### src/rtl/typedefs_pkg.sv
// Shared types for the LED sequencer: color codes, FSM states and
// small elaboration-time helpers.
package typedefs_pkg;

    localparam int LFSR_WIDTH = 16;

    typedef enum logic [1:0] {
        RED    = 2'd0,
        GREEN  = 2'd1,
        BLUE   = 2'd2,
        YELLOW = 2'd3
    } color_t;

    typedef enum logic [2:0] {
        IDLE,
        ON,
        GAP,
        FLASH_ON,
        FLASH_OFF
    } led_state_t;

    // Larger of two integers, used to size the shared cycle timer.
    function automatic int max_int(input int a, input int b);
        return (a > b) ? a : b;
    endfunction

    // LED pattern {yellow, blue, green, red} with only the given color lit.
    function automatic logic [3:0] led_onehot(input color_t c);
        return 4'b0001 << c;
    endfunction

endpackage

### src/rtl/down_timer.sv
// Loadable down-counter that stops at zero and flags it.
module down_timer #(
    parameter int WIDTH = 4
) (
    input  logic             clk,
    input  logic             rst,
    input  logic             load,
    input  logic [WIDTH-1:0] load_val,
    output logic             zero
);

    logic [WIDTH-1:0] count;

    // Load has priority; otherwise count down and hold at zero.
    always_ff @(posedge clk or posedge rst) begin
        if (rst) begin
            count <= '0;
        end else if (load) begin
            count <= load_val;
        end else if (count != '0) begin
            count <= count - WIDTH'(1);
        end
    end

    assign zero = (count == '0);

endmodule

### src/rtl/led_sequencer.sv
// LED sequencer: shows one color for a speed-dependent time followed by a
// dark gap, or flashes all four LEDs a fixed number of times.
// Optional build macro LED_SEQ_ABORT_EN adds an 'abort' input that returns
// the sequencer to IDLE without a done pulse.
module led_sequencer
    import typedefs_pkg::*;
#(
    parameter int FAST_ON_CYC = 4,
    parameter int SLOW_ON_CYC = 8,
    parameter int GAP_CYC     = 2,
    parameter int FLASH_CYC   = 3,
    parameter int FLASH_REPS  = 2
) (
    input  logic   clk,
    input  logic   rst,
    input  logic   speed,
    input  color_t color,
    input  logic   show,
    input  logic   flash_all,
`ifdef LED_SEQ_ABORT_EN
    input  logic   abort,
`endif
    output logic   busy,
    output logic   done,
    output logic   led_red,
    output logic   led_green,
    output logic   led_blue,
    output logic   led_yellow
);

    localparam int TW = $clog2(max_int(max_int(max_int(FAST_ON_CYC, SLOW_ON_CYC),
                                               max_int(GAP_CYC, FLASH_CYC)),
                                       FLASH_REPS)) + 1;
    localparam int RW = $clog2(FLASH_REPS) + 1;

    // Timer reload values: a phase of N cycles counts N-1 down to 0.
    localparam logic [TW-1:0] FAST_LOAD  = TW'(FAST_ON_CYC - 1);
    localparam logic [TW-1:0] SLOW_LOAD  = TW'(SLOW_ON_CYC - 1);
    localparam logic [TW-1:0] GAP_LOAD   = TW'(GAP_CYC - 1);
    localparam logic [TW-1:0] FLASH_LOAD = TW'(FLASH_CYC - 1);
    localparam logic [RW-1:0] LAST_REP   = RW'(FLASH_REPS - 1);

    led_state_t    state, next_state;
    color_t        col_q, col_next;
    logic [RW-1:0] rep_cnt, rep_next;
    logic          timer_load;
    logic [TW-1:0] timer_val;
    logic          timer_zero;
    logic          finishing;
    logic [3:0]    led_q, led_next;
    logic          busy_next;

    down_timer #(.WIDTH(TW)) u_timer (
        .clk      (clk),
        .rst      (rst),
        .load     (timer_load),
        .load_val (timer_val),
        .zero     (timer_zero)
    );

    // State, latched color, flash repeat count and registered outputs.
    always_ff @(posedge clk or posedge rst) begin
        if (rst) begin
            state   <= IDLE;
            col_q   <= RED;
            rep_cnt <= '0;
            led_q   <= '0;
            busy    <= 1'b0;
            done    <= 1'b0;
        end else begin
            state   <= next_state;
            col_q   <= col_next;
            rep_cnt <= rep_next;
            led_q   <= led_next;
            busy    <= busy_next;
            done    <= finishing;
        end
    end

    // Next state and timer reloads; requests are only looked at in IDLE.
    always_comb begin
        next_state = state;
        col_next   = col_q;
        rep_next   = rep_cnt;
        timer_load = 1'b0;
        timer_val  = '0;
        finishing  = 1'b0;
        case (state)
            IDLE: begin
                if (flash_all) begin
                    next_state = FLASH_ON;
                    timer_load = 1'b1;
                    timer_val  = FLASH_LOAD;
                    rep_next   = '0;
                end else if (show) begin
                    next_state = ON;
                    timer_load = 1'b1;
                    timer_val  = speed ? FAST_LOAD : SLOW_LOAD;
                    col_next   = color;
                end
            end
            ON: begin
                if (timer_zero) begin
                    next_state = GAP;
                    timer_load = 1'b1;
                    timer_val  = GAP_LOAD;
                end
            end
            GAP: begin
                if (timer_zero) begin
                    next_state = IDLE;
                    finishing  = 1'b1;
                end
            end
            FLASH_ON: begin
                if (timer_zero) begin
                    next_state = FLASH_OFF;
                    timer_load = 1'b1;
                    timer_val  = FLASH_LOAD;
                end
            end
            FLASH_OFF: begin
                if (timer_zero) begin
                    if (rep_cnt == LAST_REP) begin
                        next_state = IDLE;
                        finishing  = 1'b1;
                    end else begin
                        next_state = FLASH_ON;
                        timer_load = 1'b1;
                        timer_val  = FLASH_LOAD;
                        rep_next   = rep_cnt + RW'(1);
                    end
                end
            end
            default: begin
                next_state = IDLE;
            end
        endcase
`ifdef LED_SEQ_ABORT_EN
        if (abort) begin
            next_state = IDLE;
            col_next   = col_q;
            rep_next   = rep_cnt;
            timer_load = 1'b1;
            timer_val  = '0;
            finishing  = 1'b0;
        end
`endif
    end

    // Output values for the coming cycle, decoded from the next state.
    always_comb begin
        led_next  = '0;
        busy_next = (next_state != IDLE);
        case (next_state)
            ON:       led_next = led_onehot(col_next);
            FLASH_ON: led_next = 4'b1111;
            default:  led_next = '0;
        endcase
    end

    assign led_red    = led_q[0];
    assign led_green  = led_q[1];
    assign led_blue   = led_q[2];
    assign led_yellow = led_q[3];

endmodule

### config.mk
export PLATFORM = sky130hd
export DESIGN_NAME = led_sequencer
export DESIGN_NICKNAME = d
export VERILOG_FILES = /design/src/rtl/typedefs_pkg.sv /design/src/rtl/down_timer.sv /design/src/rtl/led_sequencer.sv
export SDC_FILE = /design/constraint.sdc
export NUM_CORES = 1
export LEC_CHECK = 0
export BUFFER_PORTS_ARGS = -buffer_cell sky130_fd_sc_hd__buf_2
export CORE_MARGIN = 4
export CORE_UTILIZATION = 54
export DETAILED_ROUTE_END_ITERATION = 8
export PLACE_DENSITY = 0.76
export SYNTH_ARGS = -nofsm -noshare
export SYNTH_HDL_FRONTEND = slang
export SYNTH_SLANG_ARGS = --single-unit
### constraint.sdc
create_clock -name clk -period 2.9 [get_ports clk]
set_clock_uncertainty 0.05 [all_clocks]
set_input_delay 0.58 -clock clk [delete_from_list [all_inputs] [get_ports clk]]
set_output_delay 0.58 -clock clk [all_outputs]
set_load 0.05 [all_outputs]
# == Word level (Yosys, flattened, before mapping) ==
# Cells that the tools add are included.
# op_classes
n_eq_ne,10
shifts,1
bitwise_logic,0
n_div,0
multipliers,0
n_mux,35
reduce_logical,8
n_lt_le_gt_ge,0
add_sub_neg,2
# ops
operator,n
two-way mux 3 bit,9
two-way mux 2 bit,10
case mux 3 bit (5 select lines),1
case mux 3 bit (4 select lines),1
"equality test 3 x 2 -> 1 bit, second input constant",3
two-way mux 1 bit,8
two-way mux 4 bit,2
case mux 4 bit (2 select lines),1
"equality test 3 x 1 -> 1 bit, second input constant",2
"!= test 2 bit, second input constant",3
logical NOT 4 bit,1
case mux 2 bit (2 select lines),1
AND reduction 4 bit,1
nonzero test 2 bit,2
nonzero test 4 bit,1
"left shift 1 x 2 -> 4 bit, first input constant",1
"subtractor 4 x 1 -> 4 bit, second input constant",1
"equality test 3 bit, second input constant",1
logical NOT 3 bit,1
case mux 1 bit (3 select lines),1
nonzero test 3 bit,1
"adder 2 x 1 -> 2 bit, second input constant",1
"equality test 2 x 1 -> 1 bit, second input constant",1
case mux 1 bit (2 select lines),1
OR reduction 2 bit,1
# word_totals
latchBits,0
romBits,0
mem_bits_rw,0
elab_cells,63
n_memories,0
reg_bits,17

# == Logic depth before layout (Yosys ltp) ==
# Gate-level depths: netlist of run 1.
# logic_depth
depth_word,6
depth_mapped,8
ltp_nobuf,6

# == Modules after synthesis ==
# From an unflattened synthesis of run 1, not the netlist that was laid out.
# unflattened
cells_unflattened,108
area_unflattened_um2,998.5
# by_module_without_submodules
mod,n_inst,area_each_um2,cells_each,seq_area_each_um2
led_sequencer,1,762.0,85,325.3
down_timer,1,236.5,23,100.1

# == Worst setup path before layout of run 1 ==
# No wires, ideal clock.
# synth_timing
path_kind,reg-to-reg
start,reg u_timer.count[0]
end,reg led_q[0]
arrival_time_ns,1.881
n_path_buf,2
path_stages_with_launch,9
required_time_ns,2.767
slack_ns,0.885
cell_sequence,dfrtp_1 inv_1 ha_1 or3b_1 buf_6 or3_4 and4_4 buf_6 a31oi_1
# synth_between
elab_chain_cells,5
word_cells_on_any_way,9
cone_classes,2 x eq/ne; 6 x mux; 1 x reduce/logical
# synth_rtl
item,line,rtl
"start, declared",down_timer.sv:12,logic [WIDTH-1:0] count;
"start signal, assigned",down_timer.sv:19,count <= load_val;
"start signal, assigned",down_timer.sv:21,count <= count - WIDTH'(1);
logical NOT 4 bit *,down_timer.sv:25,assign zero = (count == '0);
two-way mux 3 bit (on tied branches),-,
case mux 3 bit (5 select lines) *,led_sequencer.sv:88,case (state)
equality test 3 x 2 -> 1 bit or equality test 3 x 1 -> 1 bit (tied branches),led_sequencer.sv:155,case (next_state)
case mux 4 bit (2 select lines) *,led_sequencer.sv:155,
via led_next[0],led_sequencer.sv:50,"logic [3:0] led_q, led_next;"
"end signal, assigned",led_sequencer.sv:74,led_q <= led_next;
"end, declared",led_sequencer.sv:50,
# Mark *: on every way through the listed nets, which the timed path passes. The rest lies on a longest branch.
# A chain may end at the register's enable or synchronous reset.

# == Final worst setup path of run 1 ==
# layout_timing
start,reg u_timer.count[0]
end,reg busy
# layout_between
elab_chain_cells,4
word_cells_on_any_way,7
cone_classes,5 x mux; 2 x reduce/logical
# layout_rtl
item,line,rtl
logical NOT 4 bit *,down_timer.sv:25,
two-way mux 3 bit (on tied branches),-,
case mux 3 bit (5 select lines) *,led_sequencer.sv:88,
nonzero test 3 bit *,led_sequencer.sv:154,busy_next = (next_state != IDLE);
via busy_next,led_sequencer.sv:51,logic busy_next;
"end signal, assigned",led_sequencer.sv:75,busy <= busy_next;
"end, declared",led_sequencer.sv:23,"output logic busy,"
# Marks and branches as above.

==> impl_metrics.env, run 1 <==
export IMPL_die_x_um=48.7
export IMPL_synth_top_area_cell="dfrtp_1"
export IMPL_grt_pass1_vias=650
export IMPL_grt_start_max_net_pins=18
export IMPL_die_y_um=48.7
export IMPL_drive_gt1_frac=0.204
export IMPL_dr_pass1_iters=4
export IMPL_drv_cap=0
export IMPL_arrival_ns=2.20
export IMPL_max_stage_delay_ns=0.54
export IMPL_seq_area_frac_synth=0.475
export IMPL_drc_errors=0
export IMPL_ios=13
export IMPL_timing_rr_end="busy$_DFF_PP0_"
export IMPL_num_vias=706
export IMPL_dp_slack_ns=0.815
export IMPL_placed_area_um2=942
export IMPL_drtIter0Drc=23
export IMPL_gr_total_overflow=0
export IMPL_slew_headroom=0.410
export IMPL_multiInputGateArea_um2=410
export IMPL_leakage_nw=0.445
export IMPL_crit_fanout=6
export IMPL_synth_edf_count=0
export IMPL_cts_root_buffer="clkbuf_4"
export IMPL_hold_class="primary input to asynchronous set/reset pin"
export IMPL_endpoint_kind="flop"
export IMPL_crit_chain="inv_1 > ha_1 > nor3b_2 > nor2_1 > a211oi_1 > nand3_1"
export IMPL_post_cts_buffers=0
export IMPL_setup_viol_count_final=0
export IMPL_netlist_area_um2=896
export IMPL_r2r_cells=6
export IMPL_grt_pass1_wl_um=2970
export IMPL_rows=14
export IMPL_cts_htree_levels=1
export IMPL_area_growth_pct=8.24
export IMPL_synth_ff_type="dfrtp_1"
export IMPL_final_area_um2=970
export IMPL_routed_via_density=5.93
export IMPL_fin_nets=113
export IMPL_synth_most_common_cell="dfrtp_1"
export IMPL_wl_um=1750
export IMPL_track_usage=0.158
export IMPL_setup_slack_ns=0.798
export IMPL_ctsResizeCount=0
export IMPL_core_area_um2=1540
export IMPL_outcome="finished clean"
export IMPL_fillers=125
export IMPL_clk_pin_slew_worst_paths_ns=0.11
export IMPL_hold_viol=0
export IMPL_peakVddDrop_v=0.000523
export IMPL_ys_warn_count=0
export IMPL_ctsLongestPathBuffers=2
export IMPL_worst_path_max_delay_cell="a211oi_1"
export IMPL_start_kind="flop"
export IMPL_rrSetupSlack_ns=0.80
export IMPL_antenna_left=0
export IMPL_synth_fp_nets=101
export IMPL_synth_top_area_share=0.475
export IMPL_io_buffers=12
export IMPL_period_share=0.725
export IMPL_setup_tns_ns=0
export IMPL_path_class="flop to flop"
export IMPL_clock_fmax_mhz=476
export IMPL_synth_area_leaders="dfrtp_1, nand3b_1, nand2_1"
export IMPL_cts_tree="built"
export IMPL_seqCellArea_um2=425
export IMPL_synthArstFlopShare=1.00
export IMPL_synth_cell_types=34
export IMPL_synth_commonest_cells="dfrtp_1, nand2_1, nor2_1"
export IMPL_maxSlewViolCount=0
export IMPL_rsz0062_at_grt="no"
export IMPL_worst_pin_slew_ns=0.877
export IMPL_syn_mean_instance_area_um2=9.74
export IMPL_worstPathRequired_ns=3.00
export IMPL_synth_seq_cells=17
export IMPL_min_period_ns=2.10
export IMPL_power_per_cell_area_nw_per_um2=1140
export IMPL_insertion_delay_ns=0.30
export IMPL_r2r_start="u_timer.count[0]$_DFFE_PP0P_"
export IMPL_cts_sink_count=17
export IMPL_antenna_cells=0
export IMPL_die_area_um2=2370
export IMPL_wire_per_inst_um=14.7
export IMPL_start_util=0.581
export IMPL_cts_hold_buf=0
export IMPL_routabilityCongestion=0.763
export IMPL_postSynthCellCount=92
export IMPL_place_hpwl_um=1300
export IMPL_cts_buffers=3
export IMPL_antenna_found_initial=0
## cell type report
cell class,count,area share
clock inverter,1,0.00516
sequential,17,0.439
clock buffer,3,0.0232
inverter,7,0.0271
tap,16,0.0206
multi-input combinational,63,0.423
timing repair buffer,12,0.0619
## state kept, by name (all words and copies together), names as in the netlist
signal         cells
done               1
led_q              4
state              3
u_timer.count      4
busy               1
rep_cnt            2
col_q              2
## worst max path at each step
stage                                 start                 end  slack, ns  cells past startpoint
6_report       u_timer.count[0]$_DFFE_PP0P_      busy$_DFF_PP0_       0.80                      6
5_1_grt        u_timer.count[0]$_DFFE_PP0P_      busy$_DFF_PP0_       0.66                      6
4_1_cts        u_timer.count[0]$_DFFE_PP0P_  led_q[2]$_DFF_PP0_       0.78                      6
3_5_place_dp   u_timer.count[0]$_DFFE_PP0P_  led_q[2]$_DFF_PP0_       0.82                      6
3_3_place_gp   u_timer.count[0]$_DFFE_PP0P_      busy$_DFF_PP0_       0.86                      6
2_1_floorplan  u_timer.count[0]$_DFFE_PP0P_  led_q[0]$_DFF_PP0_       0.89                      8
## layout by cell type, fill, tap and decap left out, drive strengths merged
master / instances
a211oi: 1
a21oi: 2
a22o: 1
a31oi: 4
a32oi: 2
and3: 1
and4: 2
buf: 12
clkbuf: 3
clkinv: 1
dfrtp: 17
ha: 2
inv: 7
mux2: 1
nand2: 9
nand3: 5
nand3b: 6
nor2: 7
nor3: 2
nor3b: 1
nor4: 1
nor4b: 1
o211ai: 1
o21a: 1
o21ai: 3
o31ai: 1
o32ai: 1
or2b: 1
or3: 4
or3b: 1
or4b: 1
xnor2: 1
## kinds of logic (layout without fill, tap and decap cells)
family                     after synthesis  after routing  synth area share
DFF                                     17             17             0.475
xor gates and xnor gates                 1              1           0.00978
buffers and inverters                   12             23            0.0670
muxes                                    1              1            0.0126
and+or+nand+nor                         42             42             0.279
adders and majority gates                2              2            0.0279
AOI/OAI and AO/OA                       17             17             0.129
## through the flow
stage | utilization | hold slack, ns | power [mW] | instances
2_1_floorplan | - | 0.419 | 0.892 | 92
3_3_place_gp | 0.611 | 0.438 | 0.960 | 115
3_5_place_dp | 0.611 | 0.473 | 0.977 | 115
4_1_cts | 0.629 | 0.318 | 1.11 | 119
5_1_grt | 0.629 | 0.352 | 1.18 | 119
6_report | 0.629 | 0.291 | 1.10 | 119
## power breakdown
group / switching [mW] / internal (mW) / total, mW / leakage (nW)
Clock: 0.0814 / 0.0515 / 0.133 / 0.0177
Sequential: 0.0825 / 0.335 / 0.418 / 0.212
Combinational: 0.349 / 0.205 / 0.554 / 0.215
## worst max-delay path: cells and delay by family (launching register included)
family	cells	cell delay, ns
and+or+nand+nor	3	0.67
AOI/OAI and AO/OA	1	0.54
DFF	1	0.40
adders and majority gates	1	0.21
buffers and inverters	1	0.07
## metal layers
layer	part of all wire	up-vias	global-route usage
li1	-	352	-
met1	0.45	333	0.211
met2	0.49	16	0.243
met3	0.034	5	0.0184
met4	0.025	0	0.0942
met5	0	-	0
No activity file was read; power rests on OpenSTA's default activity.
==> run 2: changes to the inputs <==
--- a/config.mk
+++ b/config.mk
@@ -7,9 +7,9 @@
 export LEC_CHECK = 0
 export BUFFER_PORTS_ARGS = -buffer_cell sky130_fd_sc_hd__buf_2
 export CORE_MARGIN = 4
-export CORE_UTILIZATION = 54
+export CORE_UTILIZATION = 49
 export DETAILED_ROUTE_END_ITERATION = 8
-export PLACE_DENSITY = 0.76
+export PLACE_DENSITY = 0.73
 export SYNTH_ARGS = -nofsm -noshare
 export SYNTH_HDL_FRONTEND = slang
 export SYNTH_SLANG_ARGS = --single-unit
==> constraint.sdc (replaced) <==
create_clock -name clk -period 1.8 [get_ports clk]
set_clock_uncertainty 0.05 [all_clocks]
set_input_delay 0.36 -clock clk [delete_from_list [all_inputs] [get_ports clk]]
set_output_delay 0.36 -clock clk [all_outputs]
set_load 0.05 [all_outputs]
==> run 2 against run 1 <==
  * Worst setup slack got worse by 0.78 ns
  * Sequential cell count did not move
  * Critical path type unchanged
  * Via count rose by 7.5%
  * Die area rose by 8.5%
  * Sequential share of layout area fell by 5.6 points
  * Fmax rose by 18%
  * Combinational power rose by 99%
  * Largest power group unchanged
  * Sequential power rose by 66%
==> impl_metrics.env, run 2 (synthesis gave the netlist of run 1 again) <==
export IMPL_outcome="finished clean"
export IMPL_antenna_cells=0
export IMPL_wl_um=1970
export IMPL_slew_headroom=0.576
export IMPL_start_kind="flop"
export IMPL_crit_fanout=6
export IMPL_arrival_ns=1.95
export IMPL_timing_rr_end="led_q[2]$_DFF_PP0_"
export IMPL_num_vias=759
export IMPL_wl_met2_um=993
export IMPL_placed_area_um2=1020
export IMPL_multiInputGateArea_um2=450
export IMPL_rrSetupSlack_ns=0.01
export IMPL_gr_total_overflow=0
export IMPL_setup_tns_ns=0
export IMPL_dr_pass1_iters=4
export IMPL_die_x_um=50.8
export IMPL_maxUsedRoutingLayer="met4"
export IMPL_wire_per_inst_um=14.1
export IMPL_die_y_um=50.8
export IMPL_antenna_found_initial=0
export IMPL_insertion_delay_ns=0.28
export IMPL_routabilityCongestion=0.836
export IMPL_worst_path_max_delay_cell="dfrtp_1"
export IMPL_worst_pin_slew_ns=0.635
export IMPL_largest_registers="led_q x4, u_timer.count x4, state x3"
export IMPL_io_buffers=12
export IMPL_core_area_um2=1730
export IMPL_drtIter0Drc=23
export IMPL_clk_pin_slew_worst_paths_ns=0.10
export IMPL_mostFrequentLayoutCell="dfrtp_1"
export IMPL_area_growth_pct=24.0
export IMPL_clock_fmax_mhz=560
export IMPL_drive_gt1_frac=0.357
export IMPL_maxSlewViolCount=0
export IMPL_fillers=160
export IMPL_rows=15
export IMPL_hold_class="primary input to asynchronous set/reset pin"
export IMPL_place_hpwl_um=1400
export IMPL_hold_viol=0
export IMPL_grt_pass1_vias=768
export IMPL_placed_cells=133
export IMPL_rsz0062_at_grt="yes"
export IMPL_seqCellArea_um2=425
export IMPL_cts_root_buffer="clkbuf_4"
export IMPL_cts_tree="built"
export IMPL_power_per_cell_area_nw_per_um2=1790
export IMPL_worstPathRequired_ns=1.96
export IMPL_period_share=0.992
export IMPL_drc_errors=0
export IMPL_ios=13
export IMPL_drv_cap=0
export IMPL_min_period_ns=1.79
export IMPL_instances_no_fill=140
export IMPL_setup_viol_count_final=0
export IMPL_final_cell_mix="dfrtp_1, buf_2, buf_4, nand2_1, nor2_1"
export IMPL_ctsLongestPathBuffers=2
export IMPL_final_area_um2=1110
export IMPL_path_class="flop to flop"
export IMPL_r2r_start="u_timer.count[0]$_DFFE_PP0P_"
export IMPL_die_area_um2=2580
export IMPL_wl_met3_um=69
export IMPL_max_stage_delay_ns=0.40
export IMPL_routed_via_density=5.42
export IMPL_leakage_nw=0.506
export IMPL_cts_htree_levels=1
export IMPL_antenna_left=0
export IMPL_track_usage=0.171
export IMPL_crit_chain="inv_2 > ha_4 > or3b_4 > or3_4 > and4_4 > a31oi_1"
export IMPL_peakVddDrop_v=0.000835
export IMPL_grt_pass1_wl_um=3320
export IMPL_startpoint="u_timer.count[0]$_DFFE_PP0P_"
export IMPL_start_util=0.519
export IMPL_endpoint_kind="flop"
export IMPL_wl_met1_um=892
export IMPL_r2r_cells=6
export IMPL_grt_start_max_net_pins=18
export IMPL_cts_buffers=3
export IMPL_cts_hold_buf=0
export IMPL_critPathCapture="led_q[2]$_DFF_PP0_"
export IMPL_fin_nets=125
export IMPL_cts_sink_count=17
==> run 2: changes by cell type in the layout (fill, tap and decap cells not counted), moves of 2 or more <==
| cell | previous run | this run |
|---|---|---|
| inv_1 | 6 | 4 |
| buf_4 | 0 | 12 |
| inv_2 | 1 | 3 |
| ha_1 | 2 | 0 |
==> run 2: worst min-delay path by stage <==
stage | to | slack (ns)
after global placement | led_q[3]$_DFF_PP0_ | 0.42
after detailed placement | led_q[2]$_DFF_PP0_ | 0.41
final | led_q[1]$_DFF_PP0_ | 0.09
after floorplan | busy$_DFF_PP0_ | 0.24
after CTS | led_q[2]$_DFF_PP0_ | 0.1
after global routing | led_q[2]$_DFF_PP0_ | 0.14
==> run 2: layout make-up <==
cell class	instances	share of cell area
multi-input cells	63	0.405
flip-flops and latches	17	0.383
repair buffers	24	0.135
well taps	25	0.0282
inverters	7	0.0236
clock buffers	3	0.0203
clock inverters	1	0.00450
==> run 2: worst max-delay path, delay by kind of cell, from the launching register on <==
| kind | cells | cell delay, ns |
|---|---|---|
| DFF | 1 | 0.40 |
| AOI/OAI and AO/OA | 1 | 0.16 |
| and+or+nand+nor | 3 | 0.89 |
| adders and majority gates | 1 | 0.12 |
| buffers and inverters | 1 | 0.08 |
==> run 2: power by group <==
| part | total [mW] | switching, mW | internal (mW) |
|---|---|---|---|
| Combinational | 1.10 | 0.617 | 0.481 |
| Clock | 0.199 | 0.117 | 0.0825 |
| Sequential | 0.693 | 0.154 | 0.539 |
==> run 2: timing repair <==
| item | CTS | global route |
|---|---|---|
| setup endpoints to repair | 5 | 10 |
| endpoints found under the hold margin | 0 | 0 |
| gates resized for setup | 2 | 8 |
| pin swaps | 1 | 2 |
| setup buffers | 1 | 2 |
==> run 2: metrics by stage <==
step	hold WS, ns	util	power (mW)	setup slack [ns]
after detailed placement	0.415	0.593	1.67	0.00266
after floorplan	0.236	-	1.44	-0.166
final	0.0907	0.643	1.99	0.0147
after global placement	0.419	0.593	1.63	0.0335
after CTS	0.0977	0.617	1.91	0.00196
after global routing	0.138	0.643	2.14	-0.0572
==> run 2: routing by layer <==
layer	vias to the layer above	GRT usage
li1	379	-
met1	360	0.235
met2	18	0.261
met3	2	0.0356
met4	0	0.0673
met5	-	0
